## src/rtl/acc_alu_unit.sv

```systemverilog
`default_nettype none
// ============================================================================
// Module   : acc_alu_unit
// Brief    : Accumulator execution stage. Single-cycle ALU ops, plus an
//            iterative shift-add multiply when ACC_ALU_MUL_EN is defined.
// Revision : 1.0 - initial release
// ============================================================================
module acc_alu_unit #(
    parameter int WIDTH   = 16,
    parameter int SHAMT_W = 4
) (
    input  logic             clk,
    input  logic             reset,
    input  logic             start,
    input  logic [2:0]       op,
    input  logic [WIDTH-1:0] acc_in,
    input  logic [WIDTH-1:0] operand,
    output logic             busy,
    output logic [WIDTH-1:0] acc_out,
    output logic             acc_write,
    output logic             zero,
    output logic             carry
);

    localparam logic [2:0] c_OP_ADD  = 3'b000;
    localparam logic [2:0] c_OP_SUB  = 3'b001;
    localparam logic [2:0] c_OP_AND  = 3'b010;
    localparam logic [2:0] c_OP_OR   = 3'b011;
    localparam logic [2:0] c_OP_SLL  = 3'b100;
    localparam logic [2:0] c_OP_SRL  = 3'b101;
    localparam logic [2:0] c_OP_MUL  = 3'b110;
    localparam logic [2:0] c_OP_LOAD = 3'b111;

    logic [WIDTH-1:0]   r_acc_out;
    logic               r_acc_write;
    logic               r_zero;
    logic               r_carry;

    logic               w_idle;
    logic               w_issue;
    logic               w_single;
    logic [WIDTH-1:0]   w_res;
    logic               w_carry;
    logic [SHAMT_W-1:0] w_shamt;
    logic [WIDTH:0]     w_sum;
    logic [WIDTH:0]     w_diff;
    logic [WIDTH:0]     w_sll;
    logic [WIDTH:0]     w_srl;

    // One guard bit on each shifter catches the last bit shifted out;
    // a zero shift leaves the guard bit clear, giving carry=0.
    assign w_shamt = operand[SHAMT_W-1:0];
    assign w_sum   = {1'b0, acc_in} + {1'b0, operand};
    assign w_diff  = {1'b0, acc_in} - {1'b0, operand};
    assign w_sll   = {1'b0, acc_in} << w_shamt;
    assign w_srl   = {acc_in, 1'b0} >> w_shamt;

    always_comb begin
        w_res    = '0;
        w_carry  = 1'b0;
        w_single = 1'b1;
        case (op)
            c_OP_ADD:  begin w_res = w_sum[WIDTH-1:0];  w_carry = w_sum[WIDTH];  end
            c_OP_SUB:  begin w_res = w_diff[WIDTH-1:0]; w_carry = w_diff[WIDTH]; end
            c_OP_AND:  w_res = acc_in & operand;
            c_OP_OR:   w_res = acc_in | operand;
            c_OP_SLL:  begin w_res = w_sll[WIDTH-1:0];  w_carry = w_sll[WIDTH];  end
            c_OP_SRL:  begin w_res = w_srl[WIDTH:1];    w_carry = w_srl[0];      end
            c_OP_MUL:  w_single = 1'b0;
            c_OP_LOAD: w_res = operand;
            default:   w_single = 1'b0;
        endcase
    end

    assign w_issue = start & w_idle;

`ifdef ACC_ALU_MUL_EN
    localparam logic [1:0]         c_S_IDLE   = 2'd0;
    localparam logic [1:0]         c_S_MUL    = 2'd1;
    localparam logic [1:0]         c_S_DONE   = 2'd2;
    localparam logic [SHAMT_W-1:0] c_CNT_LAST = SHAMT_W'(WIDTH - 1);

    logic [1:0]         r_state;
    logic [SHAMT_W-1:0] r_cnt;
    logic [2*WIDTH-1:0] r_prod;
    logic [2*WIDTH-1:0] r_mcand;
    logic [WIDTH-1:0]   r_mplier;
    logic [2*WIDTH-1:0] w_prod_next;
    logic               w_mul_last;

    assign w_prod_next = r_mplier[0] ? (r_prod + r_mcand) : r_prod;
    assign w_mul_last  = (r_state == c_S_MUL) && (r_cnt == c_CNT_LAST);
    assign w_idle      = (r_state == c_S_IDLE);
    assign busy        = (r_state == c_S_MUL);

    always_ff @(posedge clk) begin
        if (reset) begin
            r_state  <= c_S_IDLE;
            r_cnt    <= '0;
            r_prod   <= '0;
            r_mcand  <= '0;
            r_mplier <= '0;
        end else begin
            case (r_state)
                c_S_IDLE: begin
                    if (start && op == c_OP_MUL) begin
                        r_state  <= c_S_MUL;
                        r_cnt    <= '0;
                        r_prod   <= '0;
                        r_mcand  <= {{WIDTH{1'b0}}, acc_in};
                        r_mplier <= operand;
                    end
                end
                c_S_MUL: begin
                    r_prod   <= w_prod_next;
                    r_mcand  <= r_mcand << 1;
                    r_mplier <= r_mplier >> 1;
                    r_cnt    <= r_cnt + 1'b1;
                    if (r_cnt == c_CNT_LAST) begin
                        r_state <= c_S_DONE;
                    end
                end
                c_S_DONE: r_state <= c_S_IDLE;
                default:  r_state <= c_S_IDLE;
            endcase
        end
    end
`else
    assign w_idle = 1'b1;
    assign busy   = 1'b0;
`endif

    always_ff @(posedge clk) begin
        if (reset) begin
            r_acc_out   <= '0;
            r_acc_write <= 1'b0;
            r_zero      <= 1'b0;
            r_carry     <= 1'b0;
        end else begin
            r_acc_write <= 1'b0;
            if (w_issue && w_single) begin
                r_acc_out   <= w_res;
                r_zero      <= (w_res == '0);
                r_carry     <= w_carry;
                r_acc_write <= 1'b1;
            end
`ifdef ACC_ALU_MUL_EN
            // The final partial product is folded in on the same edge that
            // enters DONE, so the write strobe is visible during DONE.
            else if (w_mul_last) begin
                r_acc_out   <= w_prod_next[WIDTH-1:0];
                r_zero      <= (w_prod_next[WIDTH-1:0] == '0);
                r_carry     <= |w_prod_next[2*WIDTH-1:WIDTH];
                r_acc_write <= 1'b1;
            end
`endif
        end
    end

    assign acc_out   = r_acc_out;
    assign acc_write = r_acc_write;
    assign zero      = r_zero;
    assign carry     = r_carry;

endmodule
`default_nettype wire

```

## config.mk

```make
export PLATFORM = sky130hd
export DESIGN_NAME = acc_alu_unit
export DESIGN_NICKNAME = d
export VERILOG_FILES = /design/src/rtl/acc_alu_unit.sv
export SDC_FILE = /design/constraint.sdc
export NUM_CORES = 1
export LEC_CHECK = 0
export ABC_AREA = 0
export BUFFER_PORTS_ARGS = -buffer_cell sky130_fd_sc_hd__buf_4
export CORE_UTILIZATION = 40
export DETAILED_ROUTE_END_ITERATION = 10
export GPL_ROUTABILITY_DRIVEN = 0
export SLEW_MARGIN = 25
export SYNTH_ARGS = -nofsm -noshare
export SYNTH_HDL_FRONTEND = slang
export SYNTH_SLANG_ARGS = --single-unit
```

## constraint.sdc

```tcl
create_clock -name clk -period 9 [get_ports clk]
set_clock_uncertainty 0.15 [all_clocks]
set_input_delay 0.45 -clock clk [delete_from_list [all_inputs] [get_ports clk]]
set_output_delay 0.45 -clock clk [all_outputs]
set_load 0.02 [all_outputs]
```

* Word-level counts from Yosys, hierarchy flattened
Cells that the tools add are included.
Cells by class: shift-type cells 2, multiplexer cells 4, multipliers 0, eq/ne operators 7, bitwise gates (word level) 2, reductions and logical operators 3, add/subtract/negate cells 2, order comparisons 0, divide/modulo/power cells 0
Operators by type and width (number):
- case mux 16 bit (7 select lines) | 1
- adder 16 x 16 -> 17 bit | 1
- << shifter 16 x 4 -> 17 bit | 1
- right shift 17 x 4 -> 17 bit | 1
- subtractor 16 x 16 -> 17 bit | 1
- AND 16 bit | 1
- logical NOT 16 bit | 1
- OR 16 bit | 1
- == test 3 bit (second input constant) | 4
- == test 3 x 2 -> 1 bit (second input constant) | 2
- case mux 1 bit (4 select lines) | 1
- == test 3 x 1 -> 1 bit (second input constant) | 1
- logical NOT 3 bit | 1
- 2-to-1 mux 1 bit | 2
- logical AND 1 bit | 1
Word-level totals: word-level logic and storage cells 24, bits in registers 19, ROM bits 0, latch bits 0, input bits 38, bits in writable memories 0, output and inout bits 20, memories kept 0

* Logic depth before layout (Yosys ltp)
depth after elaboration 4, depth in mapped cells 13, gate-level depth less buffers 13

* Worst setup path before layout
No wires, ideal clock.
path type input-to-reg, from input operand[3], to register r_zero, in the netlist zero, data required time 8735 ps, buffers on the path 2, path slack 5811 ps, data arrival time 2923 ps, stages on the path 13, cell sequence inv_1 -> clkbuf_1 -> ha_1 -> clkbuf_1 -> a21o_1 -> nand2_1 -> a21oi_1 -> o22a_1 -> a221o_1 -> a2111oi_0 -> a211oi_1 -> and2_1 -> a31o_1
Between the ends: longest elaborated chain between the ends 3, elaborated cells on any way between the ends 8, classes of those cells add/sub (2); shift (2); mux (1); bitwise (2); reduce/logical (1)
RTL lines:
- start, declared | line 17 | input logic [WIDTH-1:0] operand,
- subtractor 16 x 16 -> 17 bit (tied with other cells) | line 54 | assign w_diff = {1'b0, acc_in} - {1'b0, operand};
- case mux 16 bit (7 select lines) (*) | line 62 | case (op)
- logical NOT 16 bit (*) | line 143 | r_zero <= (w_res == '0);
- end signal, assigned | line 143
- end, declared | line 36 | logic r_zero;
Mark *: on every way between the ends. The rest lies on a longest branch, timed or not. A chain may end at the register's enable or synchronous reset.

* Worst setup path after layout
from input operand[1], to register r_zero, in the netlist zero
Same word-level chain as after synthesis.

==> impl_metrics.env <==
export IMPL_status="finished with violations"
export IMPL_failed_checks="design-rule violations"
export IMPL_static_leakage_nw=2.26
export IMPL_maximum_number_of_pins_on_one_net_before_global_route_repair=53
export IMPL_power_density_mw_per_mm2=89.8
export IMPL_post_route_min_period_ns=3.76
export IMPL_h_tree_depth=1
export IMPL_post_cts_resized=0
export IMPL_clock_tree_buffer_depth=2
export IMPL_synth_cell_area_mm2=0.00483
export IMPL_holdBufCountCts=0
export IMPL_hold_crit_path_type="reg -> reg"
export IMPL_die_area_mm2=0.0125
export IMPL_reg_area_um2=380
export IMPL_die_width_um=112
export IMPL_end_kind="flip-flop"
export IMPL_drt_first_iter_violations=592
export IMPL_synthesis_area_per_instance_um2=7.35
export IMPL_placement_setup_worst_slack_ns=5.06
export IMPL_io_pin_count=58
export IMPL_synth_net_count=747
export IMPL_wire_length_of_the_first_global_routing_pass_mm=26.5
export IMPL_path_class="in -> reg"
export IMPL_cts_buffers=3
export IMPL_critPathArrivalTime_ns=3.75
export IMPL_detail_route_wirelength_mm=17.1
export IMPL_clock_tree_root="clkbuf_16"
export IMPL_cts_tree="built"
export IMPL_dp_final_hpwl_mm=13.0
export IMPL_max_slew_margin_pct=33.5
export IMPL_ys_dominant_reg_cell="dfxtp_1"
export IMPL_detail_route_drc_violations=2
export IMPL_clkSinkCount=19
export IMPL_port_buffer_count=56
export IMPL_crit_path_max_fanout=52
export IMPL_multiInputGateArea_mm2=0.00402
export IMPL_setup_tns_ns=0
export IMPL_area_delta_synth_final_pct=9.46
export IMPL_yosys_warnings=0
export IMPL_die_height_um=112
export IMPL_synthArstFlopShare_pct=0
export IMPL_initial_antenna_violation_count=0
export IMPL_finalMaxSlewViolations=0
export IMPL_grt_setup_unrepaired="no"
export IMPL_final_min_period_over_clock_period_pct=41.7
export IMPL_global_route_usage_total_pct=26.4
export IMPL_drt_wirelength_per_cell_um=21.1
export IMPL_antenna_violating_nets_post_route=0
export IMPL_seq_area_frac_synth_pct=7.88
export IMPL_via_count=5363
export IMPL_placeable_core_region_mm2=0.0116
export IMPL_first_global_vias=4891
export IMPL_fmax_mhz=266
export IMPL_critPathRequiredTime_ns=8.99
export IMPL_fillers=1173
export IMPL_final_nets=758
export IMPL_timing_max_cap_violations=0
export IMPL_tightest_slew_ns=0.984
export IMPL_globalRoute_totalOverflow=0
export IMPL_drt_pass1_iterations=10
export IMPL_drive_gt1_share_pct=14.2
export IMPL_vdd_ir_drop_worst_mv=0.0768
export IMPL_setup_violations=0
export IMPL_initial_utilization_pct=41.7
export IMPL_insertion_delay_ns=0.25
export IMPL_post_cts_setup_buffer_count=0
export IMPL_fp_row_count=39
export IMPL_synthesis_instances=657
export IMPL_layout_setup_ws_ns=5.24
export IMPL_post_synth_num_cell_types=79
export IMPL_antenna_diode_count=0
export IMPL_critPathLaunchType="primary input"
export IMPL_detail_route_vias_per_cell=6.62
export IMPL_synth_enable_flop_cells=0
export IMPL_clock_input_transition_at_the_sequential_cells_of_the_worst_setup_and_hold_paths_ns=0.05
export IMPL_synth_seq_cells=19
export IMPL_finalHoldViolations=0
## logic make-up after synthesis
kind of cell             share of synthesized area [%]
AO/OA/AOI/OAI                                     29.7
XOR/XNOR                                          1.09
buffers and inverters                             8.81
flip-flops                                        7.88
adder cells (fa/ha/maj)                           13.8
AND/OR/NAND/NOR                                   24.6
other                                           0.0777
multiplexers                                      14.0
## metrics by stage
step | area, µm² | total power (W) | hold WS (ns) | util [%] | instances
floorplan | 4830 | 0.000292 | 0.414 | - | 657
global placement | 5200 | 0.000376 | 0.343 | 45.0 | 806
detailed placement | 5200 | 0.000379 | 0.343 | 45.0 | 806
CTS | 5280 | 0.000469 | 0.350 | 45.7 | 810
global route | 5280 | 0.000503 | 0.371 | 45.7 | 810
finish | 5280 | 0.000474 | 0.348 | 45.7 | 810
## synthesized netlist by cell type (11+ instances only)
master | number | area, µm²
dfxtp_1 | 19 | 380
nor2b_1 | 11 | 68.8
a211oi_1 | 28 | 210
mux4_2 | 14 | 315
nand2b_1 | 22 | 138
mux2i_1 | 23 | 230
nand3_1 | 19 | 95.1
a21oi_1 | 30 | 150
nor2_1 | 73 | 274
ha_1 | 50 | 626
o21ai_0 | 17 | 85.1
clkbuf_1 | 35 | 131
nor3_1 | 17 | 85.1
inv_1 | 46 | 173
nand2_1 | 43 | 161
## report_power, final
part / switching, W / internal, W
registers: 0.00000357 / 0.0000909
logic: 0.000180 / 0.000111
clock network: 0.0000296 / 0.0000594
total: 0.000213 / 0.000262
## registers in the layout, summed over array words and instances (netlist names)
name	flops
acc_out	16
acc_write	1
carry	1
zero	1
## metal layers
| layer | vias to the layer above | track usage [%] | routed length, µm |
|---|---|---|---|
| met5 | - | 0 | 0 |
| met2 | 321 | 40.8 | 7350 |
| met3 | 64 | 3.92 | 1620 |
| met4 | 0 | 11.5 | 802 |
| li1 | 2474 | - | - |
| met1 | 2504 | 36.3 | 7310 |
## layout by cell type, fill, tap and decap left out, drive strengths merged, types with 5 or more instances in the layout
| cell | instances |
|---|---|
| nor2 | 73 |
| buf | 59 |
| ha | 50 |
| inv | 48 |
| nand2 | 43 |
| a21oi | 30 |
| a211oi | 28 |
| mux2i | 23 |
| nand2b | 22 |
| o21ai | 22 |
| nand3 | 19 |
| dfxtp | 19 |
| nor3 | 17 |
| mux4 | 14 |
| nor2b | 11 |
| mux2 | 11 |
| a22oi | 10 |
| a2111oi | 9 |
| a21o | 8 |
| nor4 | 8 |
| and3 | 7 |
| a311oi | 7 |
| o211ai | 6 |
| o22ai | 6 |
| a31oi | 6 |
| or3 | 6 |
| or2 | 6 |
| a221oi | 5 |
| o221ai | 5 |
| and2 | 5 |
## path summary, 6_finish.rpt
kind	start	to	slack, ns	depth (start not counted)
setup / recovery	operand[1]	zero	5.24	12
hold / removal	acc_out[3]	acc_out[3]	0.35	2
setup reg to reg	carry	carry	7.89	2
hold reg to reg	acc_out[3]	acc_out[3]	0.35	2
## worst max-delay path: stages
cell and delay (ns):
buf_4 0.47, inv_1 0.29, fa_1 0.46, nor2b_1 0.17, o311ai_0 0.43, nand3_1 0.20
a221oi_1 0.40, mux2i_1 0.15, xor2_1 0.16, o21ai_1 0.24, nor4_2 0.08, a31o_1 0.21
## layout make-up
type,count,area share (%)
Inverter,48,3.41
Tap cell,143,3.39
Clock inverter,1,0.0947
Multi-Input combinational cell,537,76.1
Clock buffer,3,1.42
Timing Repair Buffer,59,8.38
Sequential cell,19,7.20
Power figures use the tool's default switching activity.
